## src/rtl/i2s_tx.sv

```systemverilog
// Philips I2S transmitter: one-entry sample holding register, bclk/lrclk generation, frame pacing.
// Build option: define I2S_TX_MUTE_ON_UNDERRUN_EN to send silence (instead of repeating) on underrun.
module i2s_tx #(
  parameter int AUDIO_BITS = 24,
  parameter int SLOT_BITS  = 32,
  parameter int BCLK_DIV   = 2
) (
  input  logic                  clk_i,
  input  logic                  rst_i,
  input  logic [AUDIO_BITS-1:0] sample_l_i,
  input  logic [AUDIO_BITS-1:0] sample_r_i,
  input  logic                  valid_i,
  output logic                  ready_o,
  output logic                  bclk_o,
  output logic                  lrclk_o,
  output logic                  sdata_o,
  output logic                  frame_start_o,
  output logic                  underrun_o
);

  localparam int FRAME_BITS = 2 * SLOT_BITS;
  localparam int CNT_W      = $clog2(FRAME_BITS);
  localparam int DIV_W      = (BCLK_DIV > 1) ? $clog2(BCLK_DIV) : 1;

  logic [DIV_W-1:0]      div_cnt;
  logic [CNT_W-1:0]      bit_cnt;
  logic [CNT_W-1:0]      bit_cnt_nxt;
  logic [CNT_W-1:0]      slot_pos;
  logic                  div_wrap;
  logic                  fall;
  logic                  load;
  logic                  accept;
  logic                  lrclk_nxt;
  logic                  sdata_nxt;
  logic                  hold_full;
  logic                  hold_full_nxt;
  logic [AUDIO_BITS-1:0] hold_l, hold_r;
  logic [AUDIO_BITS-1:0] frame_l, frame_r;
  logic [AUDIO_BITS-1:0] slot_sample;
  logic [AUDIO_BITS-1:0] shifted;

  assign div_wrap = (div_cnt == DIV_W'(BCLK_DIV - 1));
  assign fall     = div_wrap & bclk_o;
  assign accept   = valid_i & ready_o;

  // The load decision looks at hold_full before this edge, so a pair accepted
  // in the load cycle itself is kept for the following frame.
  assign load          = fall & (bit_cnt_nxt == '0);
  assign hold_full_nxt = accept | (hold_full & ~load);

  // NOTE: every signal assigned in always_comb gets a default first, so no latch is inferred.
  always_comb begin
    bit_cnt_nxt = (bit_cnt == CNT_W'(FRAME_BITS - 1)) ? '0 : bit_cnt + CNT_W'(1);
    lrclk_nxt   = (bit_cnt_nxt >= CNT_W'(SLOT_BITS));
    slot_pos    = lrclk_nxt ? bit_cnt_nxt - CNT_W'(SLOT_BITS) : bit_cnt_nxt;
    slot_sample = lrclk_nxt ? frame_r : frame_l;
    shifted     = '0;
    sdata_nxt   = 1'b0;
    // Slot position 0 is the one-bclk I2S delay; positions past the LSB are zero padding.
    if (slot_pos != '0 && slot_pos <= CNT_W'(AUDIO_BITS)) begin
      shifted   = slot_sample << (slot_pos - CNT_W'(1));
      sdata_nxt = shifted[AUDIO_BITS-1];
    end
  end

  // NOTE: sequential state uses non-blocking assignments so every register samples pre-edge values.
  always_ff @(posedge clk_i) begin
    if (rst_i) begin
      div_cnt       <= '0;
      bclk_o        <= 1'b0;
      bit_cnt       <= CNT_W'(FRAME_BITS - 1);
      lrclk_o       <= 1'b1;
      sdata_o       <= 1'b0;
      frame_start_o <= 1'b0;
      underrun_o    <= 1'b0;
      hold_full     <= 1'b0;
      ready_o       <= 1'b1;
      // NOTE: sample registers are reset too, so a reset discards the held pair and the
      // first underrun frame repeats a defined value (zeros).
      hold_l        <= '0;
      hold_r        <= '0;
      frame_l       <= '0;
      frame_r       <= '0;
    end else begin
      div_cnt       <= div_wrap ? '0 : div_cnt + DIV_W'(1);
      frame_start_o <= load;
      hold_full     <= hold_full_nxt;
      ready_o       <= ~hold_full_nxt;

      if (div_wrap) bclk_o <= ~bclk_o;

      if (fall) begin
        bit_cnt <= bit_cnt_nxt;
        lrclk_o <= lrclk_nxt;
        sdata_o <= sdata_nxt;
      end

      if (load) begin
        if (hold_full) begin
          frame_l <= hold_l;
          frame_r <= hold_r;
        end else begin
          underrun_o <= 1'b1;
`ifdef I2S_TX_MUTE_ON_UNDERRUN_EN
          frame_l <= '0;
          frame_r <= '0;
`else
          frame_l <= frame_l;
          frame_r <= frame_r;
`endif
        end
      end

      if (accept) begin
        hold_l <= sample_l_i;
        hold_r <= sample_r_i;
      end
    end
  end

endmodule

```

## config.mk

```make
export PLATFORM = sky130hd
export DESIGN_NAME = i2s_tx
export DESIGN_NICKNAME = d
export VERILOG_FILES = /design/src/rtl/i2s_tx.sv
export SDC_FILE = /design/constraint.sdc
export NUM_CORES = 1
export LEC_CHECK = 0
export ABC_CLOCK_PERIOD_IN_PS = 2900
export CELL_PAD_IN_SITES_DETAIL_PLACEMENT = 2
export CELL_PAD_IN_SITES_GLOBAL_PLACEMENT = 2
export CORE_MARGIN = 4
export CORE_UTILIZATION = 32
export CTS_BUF_LIST = sky130_fd_sc_hd__clkbuf_16
export DETAILED_ROUTE_END_ITERATION = 8
export PLACE_DENSITY = 0.81
export REMOVE_ABC_BUFFERS = 1
export SLEW_MARGIN = 15
export SYNTH_ARGS = -nofsm -noshare
export SYNTH_HDL_FRONTEND = slang
export SYNTH_SLANG_ARGS = --single-unit
```

## constraint.sdc

```tcl
create_clock -name clk_i -period 2.9 [get_ports clk_i]
set_clock_uncertainty 0.05 [all_clocks]
set_input_delay 0.87 -clock clk_i [delete_from_list [all_inputs] [get_ports clk_i]]
set_output_delay 0.87 -clock clk_i [all_outputs]
set_load 0.05 [all_outputs]
```

==> impl_metrics.tcl, run 1 <==
set metrics [dict create \
    fin_crit_ns 2.717 \
    ys_warn_count 0 \
    critPathCaptureType "flip-flop" \
    die_w_um 127.4 \
    timing.max_cap.violations 0 \
    final_cell_area_sq_um 5724 \
    track_usage_pct 17.71 \
    setup_viol 0 \
    hpwl_mm 9.505 \
    placed_cell_area_sq_um 5434 \
    start_util_pct 32.76 \
    grt_max_degree 110 \
    rsz0062_at_grt "false" \
    synthCells 586 \
    clock-root-buffer "clkbuf_16" \
    antenna_found_initial 0 \
    regArea_sq_um 2202 \
    core.rowCount 43 \
    worst_slew_margin_rel_pct 67.63 \
    final_nets 691 \
    cts.sinks 110 \
    outcome "complete, no violations" \
    whs_ns 0.4078 \
    p_per_area_nw_per_um2 571.9 \
    tritoncts "yes" \
    num_antenna_cells 0 \
    synth_area_per_cell_sq_um 7.791 \
    yosysSeqAreaShare_pct 48.23 \
    drc_errors 0 \
    fmax_mhz 368.0 \
    grt_pass1_vias 4576 \
    first_pass_iters 4 \
    finalWirelength_mm 13.68 \
    cp_slowest_stage_delay_ns 0.45 \
    hold_viol 0 \
    worstPathCellList "ha_2, a21oi_1, o21ai_2, nand2_4, or4_1, buf_4, nor2_2, buf_4, nand2_1, a21oi_1" \
    io_pins 57 \
    cts_setup_buffers 0 \
    core_sq_um 13930 \
    cts_max_path_buffers 2 \
    crit_fanout 17 \
    die_y_um 127.4 \
    synth_ff_type "dfxtp_1" \
    crit_path_top_delay_cell "or4_1" \
    min_path_type "reg2reg" \
    ys_ff_latch 110 \
    die_area_sq_um 16240 \
    dp.cells 807 \
    final_cells 823 \
    grt_pass1_wl_mm 22.97 \
    worst_ep_required_time_ns 3.12 \
    dp_slack_ns 0.1926 \
    wl_per_cell_um 16.62 \
    finalMaxSlewViolations 0 \
    synth_edf_count 0 \
    fillers 1571 \
    layout-drive-gt1-share_pct 9.487 \
    ant_nets 0 \
    clk_pin_slew_ns 0.07 \
    htree_levels 3 \
    multi_input_area_sq_um 2166 \
    ir_drop_v 0.0003095 \
    clk_latency_ns 0.36 \
    path_class "reg2reg" \
    syn_to_final_growth_pct 25.38 \
    numCtsBuffers 9 \
    viasPerCell 5.053 \
    cp.arrival_ns 2.94 \
    vias 4159 \
    drt-initial-drc-count 119 \
    grt_overflow 0 \
    worst_slack_ns 0.1827 \
    place_congestion 0.7945 \
    port_buffers 56 \
    synth_area_sq_um 4566 \
    start_kind "flip-flop" \
    leakage_nw 2.092 \
    period_share_pct 93.70 \
    worst-slew-pin-transition_ns 0.4733 \
    ys_types 54 \
    synthArstFlopShare_pct 0 \
]
## through the flow
step           power, mW  utilization [%]  setup TNS, ns
2_1_floorplan      1.851                -         -51.18
3_3_place_gp       2.085            39.00              0
3_5_place_dp       2.103            39.00              0
4_1_cts            3.318            41.03              0
5_1_grt            3.443            41.08              0
6_report           3.274            41.08              0
## sequential cells by signal, indices dropped and copies added, names as in the netlist
name / flops
bit_cnt: 6
frame_l: 24
bclk_o: 1
hold_l: 24
frame_r: 24
sdata_o: 1
div_cnt: 1
lrclk_o: 1
hold_full: 1
ready_o: 1
frame_start_o: 1
hold_r: 24
underrun_o: 1
## power by group
| group | internal, mW | switching (mW) | total [mW] |
|---|---|---|---|
| logic | 0.204 | 0.262 | 0.466 |
| registers | 1.56 | 0.0344 | 1.60 |
| clock network | 0.657 | 0.552 | 1.21 |
## kinds of logic after synthesis
group / Yosys count / synth area share (%)
xor+xnor: 5 / 0.9591
mux: 14 / 3.480
flops: 110 / 48.23
compound gates: 147 / 18.91
simple gates: 259 / 23.29
buf+inv: 49 / 4.576
fa+ha+maj: 2 / 0.5480
## cell type report
type / count / area share (%)
repair buffers: 86 / 14.56
clock buffers: 9 / 3.934
inverters: 4 / 0.2623
well taps: 180 / 3.934
multi-input cells: 427 / 37.84
flip-flops and latches: 110 / 38.47
clock inverters: 7 / 1.005
## per-layer routing
| layer | up-vias | global-route usage [%] | part of all wire (%) |
|---|---|---|---|
| li1 | 2059 | - | - |
| met1 | 2041 | 22.20 | 46 |
| met2 | 47 | 30.81 | 50 |
| met3 | 12 | 2.885 | 2.3 |
| met4 | 0 | 6.057 | 1.5 |
| met5 | - | 0 | 0 |
## cell usage in the layout (no fill, tap or decap), types with 3 or more instances in the layout
cell type,Yosys,final
mux2_2,5,5
xor2_1,4,4
nor3_1,3,3
nor2_1,13,12
inv_1,4,6
o21bai_1,4,4
a21oi_1,103,103
nand3b_1,3,3
a21boi_0,6,6
mux2i_1,8,8
and3_1,7,7
buf_4,2,27
nand2_1,214,214
o22ai_1,3,3
buf_12,0,4
dfxtp_1,110,110
clkdlybuf4s50_1,0,55
or2_2,3,3
o21ai_0,6,6
clkbuf_16,0,9
nand4_1,3,3
## worst max-delay path: cells and delay by family, from the launching register on
kind                     cells  cell delay [ns]
AO/OA/AOI/OAI                3             0.53
adder cells (fa/ha/maj)      1             0.29
AND/OR/NAND/NOR              4             0.92
flip-flops                   1             0.39
buffers and inverters        2             0.44
## synth_stat cells, types with 2 or more instances
cell type,instances,share of area (%)
a21boi_0,6,0.99
buf_2,8,0.88
o21bai_1,4,0.66
nand2_1,214,18
and2_1,3,0.41
buf_1,6,0.49
dfxtp_1,110,48
mux2_2,5,1.2
o22ai_1,3,0.41
and3_1,7,0.96
nand3_1,2,0.22
a2111oi_0,2,0.38
nor2_1,13,1.1
nand3b_1,3,0.49
a21oi_1,103,11
mux2i_1,8,1.8
nor3_1,3,0.33
a31oi_1,2,0.27
inv_1,4,0.33
or2_2,3,0.41
a211oi_1,2,0.33
o31ai_1,2,0.33
clkbuf_1,28,2.3
ha_1,2,0.55
nor2b_1,2,0.27
xor2_1,4,0.77
a311o_1,2,0.44
nand4_1,3,0.41
buf_4,2,0.33
o21ai_0,6,0.66
## final timing paths
| path | startpoint | to | slack [ns] | cells after the start |
|---|---|---|---|---|
| setup / recovery | bit_cnt[1] | frame_l[4] | 0.18 | 10 |
| hold / removal | frame_r[22] | frame_r[22] | 0.41 | 2 |
| setup reg to reg | bit_cnt[1] | frame_l[4] | 0.18 | 10 |
| hold reg to reg | frame_r[22] | frame_r[22] | 0.41 | 2 |
## what timing repair did
action	4_1_cts	5_1_grt
resized for setup	0	2
endpoints found under the setup margin	0	8
hold buffers	0	0
Power figures use the tool's default switching activity.
==> run 2, diff against run 1 <==
Settings changed: MAX_ROUTING_LAYER from default to met4.
==> run 2 against run 1 <==
Combinational power fell by 1%. Critical path depth fell by 3. First-iteration DRC count up 24%. Final cell count decreased by 0.12%.
==> impl_metrics.tcl, run 2 (synthesis results as in run 1) <==
set metrics [dict create \
    timing.max_cap.violations 0 \
    antenna_found_initial 0 \
    grt_pass1_vias 4638 \
    die_w_um 127.4 \
    clk_latency_ns 0.35 \
    drc_errors 0 \
    worst_ep_required_time_ns 3.08 \
    fmax_mhz 366.3 \
    critPathCaptureType "flip-flop" \
    grt_overflow 0 \
    min_path_type "reg2reg" \
    grt_max_degree 110 \
    top_layer "met4" \
    period_share_pct 94.15 \
    layout-drive-gt1-share_pct 9.657 \
    place_congestion 0.8839 \
    clock-root-buffer "clkbuf_16" \
    worst-slew-pin-transition_ns 0.5182 \
    finalWirelength_mm 13.63 \
    core.rowCount 43 \
    intPower_mw 2.435 \
    crit_fanout 13 \
    reg2reg_depth 7 \
    final_common_cell "nand2_1" \
    holdBufCountCts 0 \
    io_pins 57 \
    cts_max_path_buffers 2 \
    ir_drop_v 0.0003257 \
    hpwl_mm 9.534 \
    num_antenna_cells 0 \
    grt_pass1_wl_mm 23.05 \
    p_switching_mw 0.8559 \
    final_cell_area_sq_um 5723 \
    reg2reg_slack_ns 0.17 \
    layout_common_cells "214 x nand2_1, 110 x dfxtp_1, 103 x a21oi_1" \
    seqPwrFrac_pct 48.6 \
    setup_viol 0 \
    hold_path_end "frame_l[1]" \
    fillers 1566 \
    wl_per_cell_um 16.59 \
    r2r-end "sdata_o" \
    clockPowerShare_pct 37.4 \
    ant_nets 0 \
    first_pass_iters 6 \
    core_sq_um 13930 \
    outcome "complete, no violations" \
    cp.arrival_ns 2.91 \
    numCtsBuffers 9 \
    die_y_um 127.4 \
    p_sw_share_pct 26.01 \
    r2r-start "bit_cnt[2]" \
    fin_crit_ns 2.730 \
    worst_slew_margin_rel_pct 65.46 \
    hold_start "hold_l[1]" \
    start_kind "flip-flop" \
    port_buffers 56 \
    placed_cell_area_sq_um 5419 \
    die_area_sq_um 16240 \
    finalMaxSlewViolations 0 \
    whs_ns 0.4069 \
    syn_to_final_growth_pct 25.35 \
    met1_length_mm 6.272 \
    clk_pin_slew_ns 0.08 \
    worstHoldPathCells 2 \
    path_class "reg2reg" \
    viasPerCell 5.011 \
    cts.sinks 110 \
    wl_met3_um 392 \
    p_per_area_nw_per_um2 575.0 \
    hold_viol 0 \
    htree_levels 3 \
    drt-initial-drc-count 147 \
    track_usage_pct 18.07 \
    start_util_pct 32.76 \
    combinationalPowerShare_pct 14.0 \
    vias 4119 \
    rsz0062_at_grt "false" \
    tritoncts "yes" \
    final_nets 691 \
    leakage_nw 2.094 \
    wl_met2_mm 6.858 \
]
==> run 2: cell types whose count changed in the layout (fill, tap and decap cells not counted) <==
cell	previous run	this run
clkinv_1	2	0
inv_6	0	2
clkinv_2	1	2
clkinvlp_4	1	0
inv_1	6	5
or3_1	0	1
or3_4	1	0
==> run 2: critical path, cell delays in order (launching register included) <==
cell,delay (ns)
dfxtp_1,0.44
nand3_2,0.17
or3_1,0.50
nand2_4,0.24
mux2_2,0.36
mux4_2,0.47
a211oi_1,0.31
a2111oi_2,0.06
==> run 2: power by group through the flow <==
stage / clock network (mW) / registers (mW) / logic [mW]
2_1_floorplan: 0 / 1.64 / 0.206
3_3_place_gp: 0 / 1.63 / 0.444
3_5_place_dp: 0 / 1.63 / 0.457
4_1_cts: 1.28 / 1.60 / 0.459
5_1_grt: 1.33 / 1.61 / 0.510
6_report: 1.23 / 1.60 / 0.461
==> run 2: timing repair <==
item	CTS	global route
setup endpoints to repair	0	48
gates resized for setup	0	1
setup buffers	0	2
==> run 2: final cells by class <==
type | instances | area (sq um) | share of cell area [%]
tap | 180 | 225.2 | 3.935
clock inverter | 6 | 61.31 | 1.071
timing repair buffer | 86 | 833.3 | 14.56
sequential | 110 | 2202 | 38.48
multi-input combinational | 427 | 2161 | 37.76
inverter | 4 | 15.01 | 0.2624
clock buffer | 9 | 225.2 | 3.935
==> run 2: how the worst max path moves through the flow <==
stage,from,to,slack [ns],depth (start not counted)
after global placement,bit_cnt[0],sdata_o,0.23,9
final,bit_cnt[2],sdata_o,0.17,7
after global routing,bit_cnt[0],frame_l[20],0.02,10
after CTS,bit_cnt[0],frame_r[4],0.12,10
after detailed placement,bit_cnt[0],frame_r[23],0.14,10
after floorplan,bit_cnt[0],frame_l[0],-1.07,8
==> run 2: per-layer routing <==
metal	track usage, %	up-vias
li1	-	2059
met1	21.51	2000
met2	31.19	52
met3	4.264	8
met4	3.785	0
met5	-	-
==> run 2: through the flow <==
step | utilization [%] | setup TNS, ns | worst slack (ns) | cells | power [mW]
after global placement | 38.89 | 0 | 0.2265 | 805 | 2.076
after floorplan | - | -51.18 | -1.066 | 541 | 1.851
after detailed placement | 38.89 | 0 | 0.1443 | 805 | 2.091
final | 41.07 | 0 | 0.1697 | 822 | 3.291
after CTS | 40.94 | 0 | 0.1163 | 820 | 3.336
after global routing | 41.07 | 0 | 0.02150 | 822 | 3.449
